<file path="config.mk">
export PLATFORM = sky130hd
export DESIGN_NAME = usb_mem_responder
export DESIGN_NICKNAME = d
export VERILOG_FILES = /design/src/rtl/usb_mem_responder_pkg.sv /design/src/rtl/usb_wr_fifo.sv /design/src/rtl/usb_mem_responder.sv
export SDC_FILE = /design/constraint.sdc
export NUM_CORES = 1
export LEC_CHECK = 0
export ABC_AREA = 0
export BUFFER_PORTS_ARGS = -buffer_cell sky130_fd_sc_hd__buf_2
export CORE_MARGIN = 5
export CORE_UTILIZATION = 56
export DETAILED_ROUTE_END_ITERATION = 8
export GPL_TIMING_DRIVEN = 1
export PLACE_DENSITY = 0.79
export SLEW_MARGIN = 20
export SYNTH_ARGS = -nofsm -noshare
export SYNTH_HDL_FRONTEND = slang
export SYNTH_SLANG_ARGS = --single-unit
</file>
<file path="constraint.sdc">
create_clock -name clk -period 3.95 [get_ports clk]
set_clock_uncertainty 0.1 [all_clocks]
set_input_delay 0.5925 -clock clk [delete_from_list [all_inputs] [get_ports clk]]
set_output_delay 0.5925 -clock clk [all_outputs]
set_load 0.01 [all_outputs]
</file>
<file path="src/rtl/usb_mem_responder_pkg.sv">
// usb_mem_responder_pkg
// Shared definitions for the USB memory responder slice:
//   - address-map constants for the 26-bit USB byte-address window
//   - data width of a transfer word
//   - responder FSM state encoding
package usb_mem_responder_pkg;

  // USB-side window is 64 MiB of byte addresses, accessed as 32-bit words.
  localparam int USB_ADDR_W     = 26;
  localparam int USB_BYTE_OFS_W = 2;   // byte offset bits inside a 32-bit word
  localparam int USB_DATA_W     = 32;

  typedef enum logic [1:0] {
    ST_IDLE,
    ST_WR_REQ,
    ST_RD_REQ,
    ST_RD_WAIT
  } resp_state_t;

endpackage

</file>
<file path="src/rtl/usb_wr_fifo.sv">
// usb_wr_fifo
// Synchronous FIFO holding posted USB writes until memory accepts them.
// The head entry is presented combinationally so it can drive the memory
// request fields directly while the request is held.
// Ports:
//   clk, rst      clock, asynchronous active-high reset
//   push          write push_data (accepted when not full, or when a pop
//                 happens in the same cycle)
//   push_data     entry to store
//   pop           drop the head entry (ignored when empty)
//   head_data     oldest entry
//   count         number of stored entries
//   full, empty   status flags
module usb_wr_fifo #(
  parameter int DEPTH = 4,
  parameter int WIDTH = 56
) (
  input  logic                     clk,
  input  logic                     rst,
  input  logic                     push,
  input  logic [WIDTH-1:0]         push_data,
  input  logic                     pop,
  output logic [WIDTH-1:0]         head_data,
  output logic [$clog2(DEPTH):0]   count,
  output logic                     full,
  output logic                     empty
);

  localparam int PTR_W = $clog2(DEPTH);

  logic [WIDTH-1:0] mem [DEPTH];
  logic [PTR_W-1:0] wr_ptr_reg;
  logic [PTR_W-1:0] rd_ptr_reg;
  logic [PTR_W:0]   count_reg;
  logic             push_ok;
  logic             pop_ok;

  assign empty   = (count_reg == '0);
  assign full    = (count_reg == (PTR_W+1)'(DEPTH));
  assign pop_ok  = pop && !empty;
  // A pop frees the slot in the same cycle, so a push alongside it still fits.
  assign push_ok = push && (!full || pop_ok);

  assign head_data = mem[rd_ptr_reg];
  assign count     = count_reg;

  always_ff @(posedge clk) begin
    if (push_ok) begin
      mem[wr_ptr_reg] <= push_data;
    end
  end

  // Depth is a power of two, so the pointers wrap by natural overflow.
  always_ff @(posedge clk or posedge rst) begin
    if (rst) begin
      wr_ptr_reg <= '0;
      rd_ptr_reg <= '0;
      count_reg  <= '0;
    end else begin
      if (push_ok) wr_ptr_reg <= wr_ptr_reg + PTR_W'(1);
      if (pop_ok)  rd_ptr_reg <= rd_ptr_reg + PTR_W'(1);
      case ({push_ok, pop_ok})
        2'b10:   count_reg <= count_reg + (PTR_W+1)'(1);
        2'b01:   count_reg <= count_reg - (PTR_W+1)'(1);
        default: count_reg <= count_reg;
      endcase
    end
  end

endmodule

</file>
<file path="src/rtl/usb_mem_responder.sv">
// usb_mem_responder
// Bridges a USB transfer engine to a single-outstanding memory port.
// Writes are posted into a small FIFO and drained to memory in order; when
// no writes are pending, the word at the current USB address is prefetched
// so it is ready before the USB side asks for it.
// Ports:
//   clk, rst                        clock, asynchronous active-high reset
//   usb_addr                        current 4-aligned byte address
//   usb_wr, usb_wr_data, usb_wr_ready   posted-write interface
//   usb_rd, usb_rd_ready, usb_rd_valid, usb_rd_data   prefetched-read interface
//   mem_req, mem_we, mem_addr, mem_wdata, mem_gnt     memory request (held until gnt)
//   mem_rvalid, mem_rdata           memory read return
module usb_mem_responder
  import usb_mem_responder_pkg::*;
#(
  parameter int WFIFO_DEPTH = 4,
  parameter int ADDR_W      = USB_ADDR_W
) (
  input  logic                    clk,
  input  logic                    rst,
  input  logic [ADDR_W-1:0]       usb_addr,
  input  logic                    usb_wr,
  input  logic [USB_DATA_W-1:0]   usb_wr_data,
  output logic                    usb_wr_ready,
  input  logic                    usb_rd,
  output logic                    usb_rd_ready,
  output logic                    usb_rd_valid,
  output logic [USB_DATA_W-1:0]   usb_rd_data,
  output logic                    mem_req,
  output logic                    mem_we,
  output logic [ADDR_W-3:0]       mem_addr,
  output logic [USB_DATA_W-1:0]   mem_wdata,
  input  logic                    mem_gnt,
  input  logic                    mem_rvalid,
  input  logic [USB_DATA_W-1:0]   mem_rdata
);

  localparam int WORD_W  = ADDR_W - USB_BYTE_OFS_W;
  localparam int ENTRY_W = WORD_W + USB_DATA_W;
  localparam int CNT_W   = $clog2(WFIFO_DEPTH) + 1;

  resp_state_t           state_reg, state_next;
  logic [ADDR_W-1:0]     rd_addr_reg;
  logic                  rd_valid_reg, rd_valid_next;
  logic [USB_DATA_W-1:0] rd_data_reg;
  logic                  capture_rd;
  logic                  load_rd;
  logic                  addr_match;

  logic                  fifo_pop;
  logic [ENTRY_W-1:0]    fifo_head;
  logic [CNT_W-1:0]      fifo_count;
  logic                  fifo_full;
  logic                  fifo_empty;
  logic [WORD_W-1:0]     head_word;
  logic [USB_DATA_W-1:0] head_wdata;

  // Only the word address is stored; usb_addr is always 4-aligned.
  usb_wr_fifo #(
    .DEPTH (WFIFO_DEPTH),
    .WIDTH (ENTRY_W)
  ) u_wr_fifo (
    .clk       (clk),
    .rst       (rst),
    .push      (usb_wr),
    .push_data ({usb_addr[ADDR_W-1:USB_BYTE_OFS_W], usb_wr_data}),
    .pop       (fifo_pop),
    .head_data (fifo_head),
    .count     (fifo_count),
    .full      (fifo_full),
    .empty     (fifo_empty)
  );

  assign {head_word, head_wdata} = fifo_head;
  assign addr_match   = (usb_addr == rd_addr_reg);
  assign usb_wr_ready = !fifo_full;
  assign usb_rd_ready = (fifo_count == '0) && (state_reg != ST_WR_REQ);
  assign usb_rd_valid = rd_valid_reg;
  assign usb_rd_data  = rd_data_reg;

  always_comb begin
    state_next = state_reg;
    mem_req    = 1'b0;
    mem_we     = 1'b0;
    mem_addr   = '0;
    mem_wdata  = '0;
    fifo_pop   = 1'b0;
    capture_rd = 1'b0;
    load_rd    = 1'b0;

    case (state_reg)
      ST_IDLE: begin
        // A write arriving this cycle lands in the FIFO next cycle; holding
        // off the read keeps it from overtaking that write.
        if (!fifo_empty) begin
          state_next = ST_WR_REQ;
        end else if (!usb_wr && !rd_valid_reg) begin
          state_next = ST_RD_REQ;
          capture_rd = 1'b1;
        end
      end
      ST_WR_REQ: begin
        mem_req   = 1'b1;
        mem_we    = 1'b1;
        mem_addr  = head_word;
        mem_wdata = head_wdata;
        if (mem_gnt) begin
          fifo_pop   = 1'b1;
          state_next = ST_IDLE;
        end
      end
      ST_RD_REQ: begin
        mem_req  = 1'b1;
        mem_addr = rd_addr_reg[ADDR_W-1:USB_BYTE_OFS_W];
        if (mem_gnt) state_next = ST_RD_WAIT;
      end
      ST_RD_WAIT: begin
        if (mem_rvalid) begin
          // Returned data is only trustworthy if nothing could have changed
          // the word meanwhile and the USB side still wants that address.
          load_rd    = fifo_empty && !usb_wr && addr_match;
          state_next = ST_IDLE;
        end
      end
      default: state_next = ST_IDLE;
    endcase

    if (load_rd) begin
      rd_valid_next = 1'b1;
    end else if (usb_rd || usb_wr || !addr_match) begin
      rd_valid_next = 1'b0;
    end else begin
      rd_valid_next = rd_valid_reg;
    end
  end

  always_ff @(posedge clk or posedge rst) begin
    if (rst) begin
      state_reg    <= ST_IDLE;
      rd_addr_reg  <= '0;
      rd_valid_reg <= 1'b0;
      rd_data_reg  <= '0;
    end else begin
      state_reg    <= state_next;
      rd_valid_reg <= rd_valid_next;
      if (capture_rd) rd_addr_reg <= usb_addr;
      if (load_rd)    rd_data_reg <= mem_rdata;
    end
  end

endmodule

</file>
==> flow_metrics.tcl, run 1 <==
set metrics [dict create \
    nFillCells 1419 \
    ys_types 35 \
    synth.largest_area_cell "edfxtp_1" \
    power_density_nw_per_um2 722 \
    die_area_um2 24200 \
    fin_crit_sh 0.839 \
    clkTransAtPathRegs_ns 0.06 \
    grt_pass1_vias 6986 \
    synth_top_area_frac 0.567 \
    drv_cap 0 \
    cts_max_level 1 \
    post-synth-top-count-cell "edfxtp_1" \
    path_max_fanout 25 \
    setup_slack_ns 0.638 \
    syn_nets 719 \
    grt_max_degree 60 \
    ys_top_cells_by_area "edfxtp_1 (57%), dfrtp_1 (14%), mux4_2 (11%)" \
    worst_slew_pin_slew_ns 0.883 \
    cts_sinks 292 \
    min_path_type "in -> async" \
    cpLargestDelayFamily "flip-flops" \
    synth_edf_count 224 \
    drtAntennaViolNets 0 \
    coreArea_um2 21000 \
    area_growth_pct 19.0 \
    maxSlewViolCount 0 \
    ir_worst_vdd_mv 0.351 \
    whs_ns 0.117 \
    dr_total_vias 6394 \
    hold_violations 0 \
    hpwl_mm 15.8 \
    drc 0 \
    end_kind "output pin" \
    drive_gt1_frac 0.446 \
    postCtsSetupRepairBufs 0 \
    critical_path.cell_chain "buf_4, mux4_2, a22oi_1, nor2b_1, buf_2" \
    drtIter0Drc 385 \
    fmax_mhz 302 \
    wire_per_inst_um 22.1 \
    grt.overflow.total 0 \
    synthesis.area_um2 11900 \
    synth_ff_type "edfxtp_1" \
    worstSetupPathType "reg -> out" \
    cts_buffer_depth 3 \
    syn_area_per_cell_um2 19.4 \
    start_util 0.566 \
    cts_buffers 29 \
    grt_pass1_wl_mm 38.9 \
    yosysWarnings 0 \
    wirelength_mm 24.7 \
    vias_per_cell 5.72 \
    critPathArrivalTime_ns 2.62 \
    first_pass_iters 5 \
    die_h_um 156 \
    setup_tns_ns 0 \
    multi_input_area_um2 3270 \
    path_buf_inv 2 \
    finalSetupViolations 0 \
    synth_commonest_cells "edfxtp_1 (224), dfrtp_1 (68), mux4_2 (56)" \
    track_usage 0.206 \
    power_mw 10.2 \
    post-route-min-period_ns 3.31 \
    final_core_util 0.674 \
    root_buffer "clkbuf_16" \
    total_leakage_power_nw 5.60 \
    rsz0062_at_grt "no" \
    largest_register_ffs 224 \
    post_cts_resized 0 \
    cts_hold_buf 0 \
    slowest_stage "dfrtp_4" \
    pre_cts_ws_ns 1.12 \
    status "completed" \
    antenna_found_initial 2 \
    synth_cells 612 \
    gp_congestion 0.737 \
    synth_seq_cells 292 \
    pin_count 189 \
    async_flop_share 0.233 \
    seq_area_frac_synth 0.710 \
    start_kind "flop" \
    insertion_delay_ns 0.54 \
    max_stage_delay_ns 0.76 \
    finalNetCount 925 \
    core.rowCount 53 \
    cts_tree "yes" \
    slew_headroom 0.411 \
    port_buffers 188 \
    seq_area_um2 8430 \
    worstPathRequired_ns 3.26 \
    die_w_um 156 \
]
[metal layers]
metal / global-route usage / part of all wire / wire length (um) / vias up
met3: 0.0466 / 0.079 / 1950 / 48
met2: 0.351 / 0.52 / 12700 / 257
li1: - / - / - / 2795
met1: 0.273 / 0.38 / 9490 / 3290
met5: 0 / 0.0011 / 27 / -
met4: 0.0509 / 0.020 / 502 / 4
[cell families after synthesis]
kind of cell	share of synthesized area
buffers and inverters	0.0154
flip-flops	0.710
AND/OR/NAND/NOR	0.0482
XOR/XNOR	0.0236
adder cells (fa/ha/maj)	0.0122
AO/OA/AOI/OAI	0.0190
multiplexers	0.172
[layout by cell type (no fill, tap or decap), types with 5 or more instances in the layout]
| master | Yosys | layout |
|---|---|---|
| and2_1 | 36 | 32 |
| nor2b_1 | 24 | 24 |
| clkbuf_16 | 0 | 29 |
| nand2_1 | 10 | 10 |
| xnor2_1 | 25 | 25 |
| clkinv_2 | 0 | 8 |
| inv_1 | 10 | 9 |
| mux2_4 | 30 | 30 |
| edfxtp_1 | 224 | 224 |
| o21ai_0 | 5 | 5 |
| a22oi_1 | 24 | 24 |
| nor2_1 | 7 | 7 |
| mux4_2 | 56 | 56 |
| ha_1 | 10 | 9 |
| buf_2 | 8 | 188 |
| buf_4 | 1 | 12 |
| clkinv_1 | 0 | 5 |
| mux2_2 | 28 | 28 |
| dfrtp_1 | 68 | 66 |
| xor2_1 | 7 | 7 |
| nand4_1 | 5 | 5 |
[per-stage QoR]
stage,instances,instance area (um2)
finish,1117,14100
global placement,1062,13200
detailed placement,1062,13200
CTS,1116,14100
global route,1116,14100
floorplan,612,11900
[final cells by class]
cell class,instances,area share
flip-flops and latches,292,0.597
multi-input cells,281,0.231
repair buffers,204,0.0787
clock buffers,33,0.0524
well taps,275,0.0244
clock inverters,21,0.0134
inverters,10,0.00266
diodes,1,0.000177
[where the power goes]
group / switching, mW / internal (mW)
clock network: 1.11 / 1.55
logic: 1.60 / 1.52
registers: 0.422 / 4.01
total: 3.13 / 7.07
[path summary, 6_finish.rpt]
path                                         to               startpoint  cells past startpoint  slack (ns)
setup / recovery                    mem_addr[2]  u_wr_fifo.rd_ptr_reg[0]                      5        0.64
hold / removal                  usb_rd_data[13]                      rst                      2        0.12
setup reg to reg            u_wr_fifo.mem[0][9]             state_reg[1]                      6        1.20
hold reg to reg                 usb_rd_data[14]          usb_rd_data[14]                      1        0.41
max in group asynchronous    u_wr_fifo.count[2]                      rst                      3        2.67
min in group clk           u_wr_fifo.mem[1][27]          usb_wr_data[27]                      1        0.17
(Power assumes the default switching activity.)
==> run 2, diff against run 1 <==
==> constraint.sdc (replaced) <==
create_clock -name clk -period 3.2 [get_ports clk]
set_clock_uncertainty 0.1 [all_clocks]
set_input_delay 0.48 -clock clk [delete_from_list [all_inputs] [get_ports clk]]
set_output_delay 0.48 -clock clk [all_outputs]
set_load 0.01 [all_outputs]
==> run 2 against run 1 <==
Net effect:
- count of clock-buffer cells in the layout grew 7
- critical path type unchanged
- die area is the same
- design area grew 1.1%
- global-route usage shrank 0.53 points
- critical path depth is the same
- cell count grew 0.36%
- largest power group unchanged
- sequential share of layout area shrank 0.63 points
- critical endpoint is now mem_addr[11]
==> flow_metrics.tcl, run 2 (same netlist as run 1, synthesis figures left out) <==
set metrics [dict create \
    final_core_util 0.681 \
    end_kind "output pin" \
    rr_worst_depth 6 \
    cts_buffers 29 \
    layout.cells.most_common "edfxtp_1" \
    die_w_um 156 \
    wire_per_inst_um 21.8 \
    r2r-start "state_reg[1]" \
    status "completed" \
    worstHoldEndpoint "u_wr_fifo.mem[1][3]" \
    grt_max_degree 60 \
    total_leakage_power_nw 5.66 \
    worstReg2RegEnd "u_wr_fifo.mem[2][4]" \
    root_buffer "clkbuf_16" \
    worst_slew_pin_slew_ns 0.702 \
    port_buffers 188 \
    ir_worst_vdd_mv 0.474 \
    hold_violations 0 \
    path_max_fanout 30 \
    insertion_delay_ns 0.52 \
    slew_headroom 0.531 \
    grt.overflow.total 0 \
    dr_total_vias 6322 \
    cts_sinks 292 \
    hpwl_mm 15.7 \
    wirelength_mm 24.4 \
    grt_pass1_vias 6854 \
    drc 0 \
    fmax_mhz 337 \
    post_cts_resized 0 \
    die_area_um2 24200 \
    rsz0062_at_grt "no" \
    core.rowCount 53 \
    drtAntennaViolNets 0 \
    grt_pass1_wl_mm 37.9 \
    die_h_um 156 \
    whs_ns 0.0697 \
    start_kind "flop" \
    power_density_nw_per_um2 897 \
    finalSetupViolations 0 \
    area_growth_pct 20.3 \
    cts_buffer_depth 3 \
    track_usage 0.200 \
    fin_crit_sh 0.928 \
    vias_per_cell 5.64 \
    antenna_found_initial 1 \
    whs_path_depth 1 \
    maxSlewViolCount 0 \
    r2r_slack_ns 0.61 \
    min_path_type "in -> reg" \
    nFillCells 1415 \
    coreArea_um2 21000 \
    pin_count 189 \
    worstPathRequired_ns 2.62 \
    hold_start "usb_wr_data[3]" \
    critPathArrivalTime_ns 2.39 \
    setup_tns_ns 0 \
    gp_congestion 0.796 \
    drv_cap 0 \
    largest_register_ffs 224 \
    cts_max_level 1 \
    clkTransAtPathRegs_ns 0.06 \
    start_util 0.566 \
    mostFrequentLayoutCells "edfxtp_1 (224), buf_2 (188), dfrtp_1 (66)" \
    cts_tree "yes" \
    drtIter0Drc 441 \
    finalNetCount 930 \
    drive_gt1_frac 0.451 \
    post-route-min-period_ns 2.97 \
    first_pass_iters 5 \
    worstSetupPathType "reg -> out" \
]
run 2: repair_timing:
action | in CTS | in global routing
hold buffers | 1 | 0
endpoints found under the setup margin | 0 | 4
endpoints found under the hold margin | 28 | 0
buffers inserted | 0 | 1
run 2: worst max path at each step:
stage	slack, ns	start	depth (start not counted)	endpoint
3_3_place_gp	0.66	u_wr_fifo.rd_ptr_reg[0]	5	mem_addr[11]
2_1_floorplan	0.04	state_reg[1]	5	u_wr_fifo.mem[2][0]
3_5_place_dp	0.60	u_wr_fifo.rd_ptr_reg[0]	5	mem_addr[11]
6_report	0.23	u_wr_fifo.rd_ptr_reg[0]	5	mem_addr[11]
5_1_grt	0.04	u_wr_fifo.rd_ptr_reg[0]	5	mem_addr[11]
4_1_cts	0.03	u_wr_fifo.rd_ptr_reg[0]	5	mem_addr[11]
run 2: critical path: stages (launching register included):
cell and delay (ns):
dfrtp_4 0.60, buf_12 0.28, mux4_2 0.53, a22oi_1 0.19, nor2b_1 0.09, buf_2 0.14
run 2: stage by stage:
stage                     instance area (um2)  setup WS, ns  instances  total power, mW
after global placement                  13300         0.665       1065             9.33
after CTS                               14300        0.0319       1119             12.9
after floorplan                         11900        0.0361        612             8.04
after detailed placement                13300         0.595       1065             9.51
final                                   14300         0.231       1121             12.8
after global routing                    14300        0.0422       1120             13.5
run 2: area by class of cell:
| cell class | instances | area (um2) | area share |
|---|---|---|---|
| repair buffers | 209 | 1200 | 0.0838 |
| diodes | 1 | 2.50 | 0.000175 |
| clock buffers | 40 | 870 | 0.0609 |
| multi-input cells | 281 | 3270 | 0.229 |
| clock inverters | 13 | 125 | 0.00877 |
| inverters | 10 | 37.5 | 0.00263 |
| flip-flops and latches | 292 | 8430 | 0.591 |
| well taps | 275 | 344 | 0.0241 |
run 2: metal layers:
layer,vias to the layer above,global-route usage,share of wire
met2,239,0.339,0.51
met5,-,0,0.00045
met1,3231,0.271,0.40
met3,44,0.0394,0.067
li1,2806,-,-
met4,2,0.0529,0.022
run 2: report_power, final:
part	switching, mW	internal [mW]	leakage (nW)
clock network	1.36	2.06	0.478
logic	2.12	1.94	2.25
registers	0.392	4.95	2.94
==> run 3, diff against run 2 <==
--- a/config.mk
+++ b/config.mk
@@ -8,11 +8,13 @@
 export ABC_AREA = 0
 export BUFFER_PORTS_ARGS = -buffer_cell sky130_fd_sc_hd__buf_2
 export CORE_MARGIN = 5
-export CORE_UTILIZATION = 56
+export CORE_UTILIZATION = 61
 export DETAILED_ROUTE_END_ITERATION = 8
 export GPL_TIMING_DRIVEN = 1
-export PLACE_DENSITY = 0.79
+export MAX_ROUTING_LAYER = met4
+export PLACE_DENSITY = 0.85
 export SLEW_MARGIN = 20
 export SYNTH_ARGS = -nofsm -noshare
 export SYNTH_HDL_FRONTEND = slang
+export SYNTH_HIERARCHICAL = 1
 export SYNTH_SLANG_ARGS = --single-unit
==> constraint.sdc (replaced) <==
create_clock -name clk -period 3.6 [get_ports clk]
set_clock_uncertainty 0.1 [all_clocks]
set_input_delay 0.54 -clock clk [delete_from_list [all_inputs] [get_ports clk]]
set_output_delay 0.54 -clock clk [all_outputs]
set_load 0.01 [all_outputs]
==> run 3 against run 2 <==
Net effect:
- via count is 3.7% higher
- highest routed layer is now met4
- sequential share of layout area grew 1.0 points
- largest cell class unchanged
- sequential cell count unchanged
- cell count about the same
- first-iteration DRC count rose by 23%
- non-clock buffer count shrank 3
- setup slack gained 0.020 ns
- count of clock-buffer cells in the layout decreased by 8
- design area down 1.7%
- combinational power decreased by 15%
- critical endpoint is now mem_addr[8]
- core utilization rose by 4.7 points
==> flow_metrics.tcl, run 3 <==
set metrics [dict create \
    gp_congestion 0.749 \
    start_util 0.615 \
    vias_per_cell 5.85 \
    port_buffers 188 \
    syn_nets 730 \
    critPathArrivalTime_ns 2.71 \
    synth_fa_ha_area_frac 0.0101 \
    grt_pass1_wl_mm 39.2 \
    hpwl_mm 16.0 \
    finalNetCount 935 \
    cts_max_level 1 \
    layout.cells.most_common "edfxtp_1" \
    max_stage_delay_ns 0.86 \
    synth_xor_area_frac 0.0229 \
    track_usage 0.234 \
    synth_ff_type "edfxtp_1" \
    setup_tns_ns 0 \
    synth-compound-area-share 0.0241 \
    grt.overflow.total 0 \
    finalSetupViolations 0 \
    worstReg2RegEnd "u_wr_fifo/count[1]" \
    slowest_stage "ha_1" \
    p_int_mw 7.58 \
    synth_top_area_frac 0.568 \
    first_pass_iters 5 \
    grt_max_degree 60 \
    ys_types 44 \
    seq_area_frac_synth 0.712 \
    coreArea_um2 19300 \
    die_area_um2 22300 \
    pwr-share-clk 0.252 \
    die_h_um 149 \
    worst_slew_pin_slew_ns 1.05 \
    synth.largest_area_cell "edfxtp_1" \
    synth_edf_count 224 \
    fin_crit_sh 0.930 \
    fmax_mhz 299 \
    min_path_type "in -> reg" \
    clkTransAtPathRegs_ns 0.06 \
    total_leakage_power_nw 5.52 \
    cts_buffers 28 \
    rsz0062_at_grt "no" \
    mostFrequentLayoutCells "edfxtp_1 (224), buf_2 (188), dfrtp_1 (66)" \
    pin_count 189 \
    worstSetupPathType "reg -> out" \
    switching_share 0.311 \
    cts_sinks 292 \
    post_cts_resized 0 \
    nFillCells 1170 \
    maxSlewViolCount 0 \
    post-synth-top-count-cell "edfxtp_1" \
    postCtsSetupRepairBufs 0 \
    dr_total_vias 6553 \
    path_max_fanout 21 \
    wirelength_mm 25.3 \
    rr_worst_depth 9 \
    power_mw 11.0 \
    drtIter0Drc 541 \
    worstPathRequired_ns 2.96 \
    switching_power_mw 3.43 \
    wire_per_inst_um 22.6 \
    start_kind "flop" \
    ir_worst_vdd_mv 0.438 \
    largest_register_ffs 224 \
    synth_top_family_by_area "multiplexers" \
    drive_gt1_frac 0.443 \
    drc 0 \
    antenna_found_initial 3 \
    synth_cells 625 \
    cts_tree "yes" \
    whs_path_depth 1 \
    synthesis.area_um2 11800 \
    insertion_delay_ns 0.53 \
    end_kind "output pin" \
    root_buffer "clkbuf_16" \
    muxShareOfSynthArea 0.163 \
    core.rowCount 51 \
    yosysWarnings 6 \
    syn_area_per_cell_um2 18.9 \
    hold_start "usb_wr_data[27]" \
    cts_buffer_depth 3 \
    synth_seq_cells 292 \
    grt_pass1_vias 7236 \
    seqPwrFrac 0.437 \
    synth_commonest_cells "edfxtp_1 (224), dfrtp_1 (68), mux4_2 (56)" \
    synth-simple-area-share 0.0499 \
    area_growth_pct 18.5 \
    worstHoldEndpoint "u_wr_fifo/mem[0][27]" \
    r2r_slack_ns 0.92 \
    hold_violations 0 \
    pwr-share-comb 0.311 \
    power_density_nw_per_um2 785 \
    critical_path.cell_chain "inv_1, ha_1, buf_4, a22oi_1, nor2b_1, buf_2" \
    async_flop_share 0.233 \
    status "completed" \
    ys_top_cells_by_area "edfxtp_1 (57%), dfrtp_1 (14%), mux4_2 (11%)" \
    r2r-start "state_reg[1]" \
    post-route-min-period_ns 3.35 \
    die_w_um 149 \
    slew_headroom 0.300 \
    drtAntennaViolNets 0 \
    drv_cap 0 \
]
run 3: cell types whose count changed after synthesis, sizes merged, moves of 2 or more:
cell / before / now
nand4: 6 / 2
inv: 10 / 13
xor2: 7 / 23
xnor2: 25 / 8
nand2: 10 / 6
nor4: 3 / 7
ha: 10 / 8
nand3b: 0 / 2
o21ai: 5 / 3
run 3: power by group through the flow:
stage	sequential, mW	combinational (mW)	clock, mW
global route	4.89	3.69	2.95
global placement	4.80	3.32	0
CTS	4.82	3.46	2.81
finish	4.81	3.43	2.77
floorplan	4.68	2.42	0
detailed placement	4.88	3.43	0
run 3: worst max-delay path by stage:
stage / from / to / slack [ns] / cells after the start
finish: state_reg[0] / mem_addr[8] / 0.25 / 6
global route: state_reg[0] / mem_addr[8] / 0.14 / 6
CTS: state_reg[0] / mem_addr[8] / 0.23 / 6
detailed placement: usb_addr[13] / usb_rd_data[16] / 0.71 / 7
global placement: usb_addr[11] / usb_rd_data[0] / 0.85 / 7
floorplan: state_reg[1] / u_wr_fifo/mem[0][0] / 0.88 / 7
run 3: final cells by class:
class | instances | area (um2) | share of cell area
clock buffer | 32 | 737 | 0.0525
multi-input combinational | 289 | 3200 | 0.228
tap | 265 | 332 | 0.0236
inverter | 13 | 48.8 | 0.00348
clock inverter | 19 | 140 | 0.00999
sequential | 292 | 8430 | 0.601
antenna | 4 | 10.0 | 0.000713
timing repair buffer | 206 | 1130 | 0.0804
run 3: stage by stage:
step           instances  cell area [um2]  hold slack (ns)  worst slack [ns]   util
4_1_cts             1116            14000            0.112             0.234  0.728
3_5_place_dp        1064            13100            0.387             0.712  0.682
5_1_grt             1119            14000            0.111             0.138  0.728
3_3_place_gp        1064            13100            0.367             0.852  0.682
6_report            1120            14000            0.123             0.251  0.728
2_1_floorplan        625            11800            0.243             0.881      -
run 3: timing repair:
| action | 4_1_cts | 5_1_grt |
|---|---|---|
| hold buffers | 1 | 0 |
| endpoints found under the hold margin | 7 | 0 |
| endpoints found under the setup margin | 0 | 0 |
run 3: critical path: cells and delay by family, from the launching register on:
kind / cells / cell delay, ns
flip-flops: 1 / 0.43
buffers and inverters: 3 / 0.59
adder cells (fa/ha/maj): 1 / 0.86
AND/OR/NAND/NOR: 1 / 0.20
AO/OA/AOI/OAI: 1 / 0.10
run 3: per-layer routing:
| layer | vias to the layer above | part of all wire | track usage |
|---|---|---|---|
| met3 | 43 | 0.068 | 0.0374 |
| met1 | 3385 | 0.39 | 0.309 |
| met2 | 286 | 0.52 | 0.394 |
| met4 | 0 | 0.017 | 0.0499 |
| met5 | - | 0 | - |
| li1 | 2839 | - | - |
run 3: kinds of logic after synthesis:
group           after synthesis
mux                         115
xor+xnor                     31
buf+inv                      44
simple gates                 96
fa+ha+maj                     9
flops                       292
compound gates               38
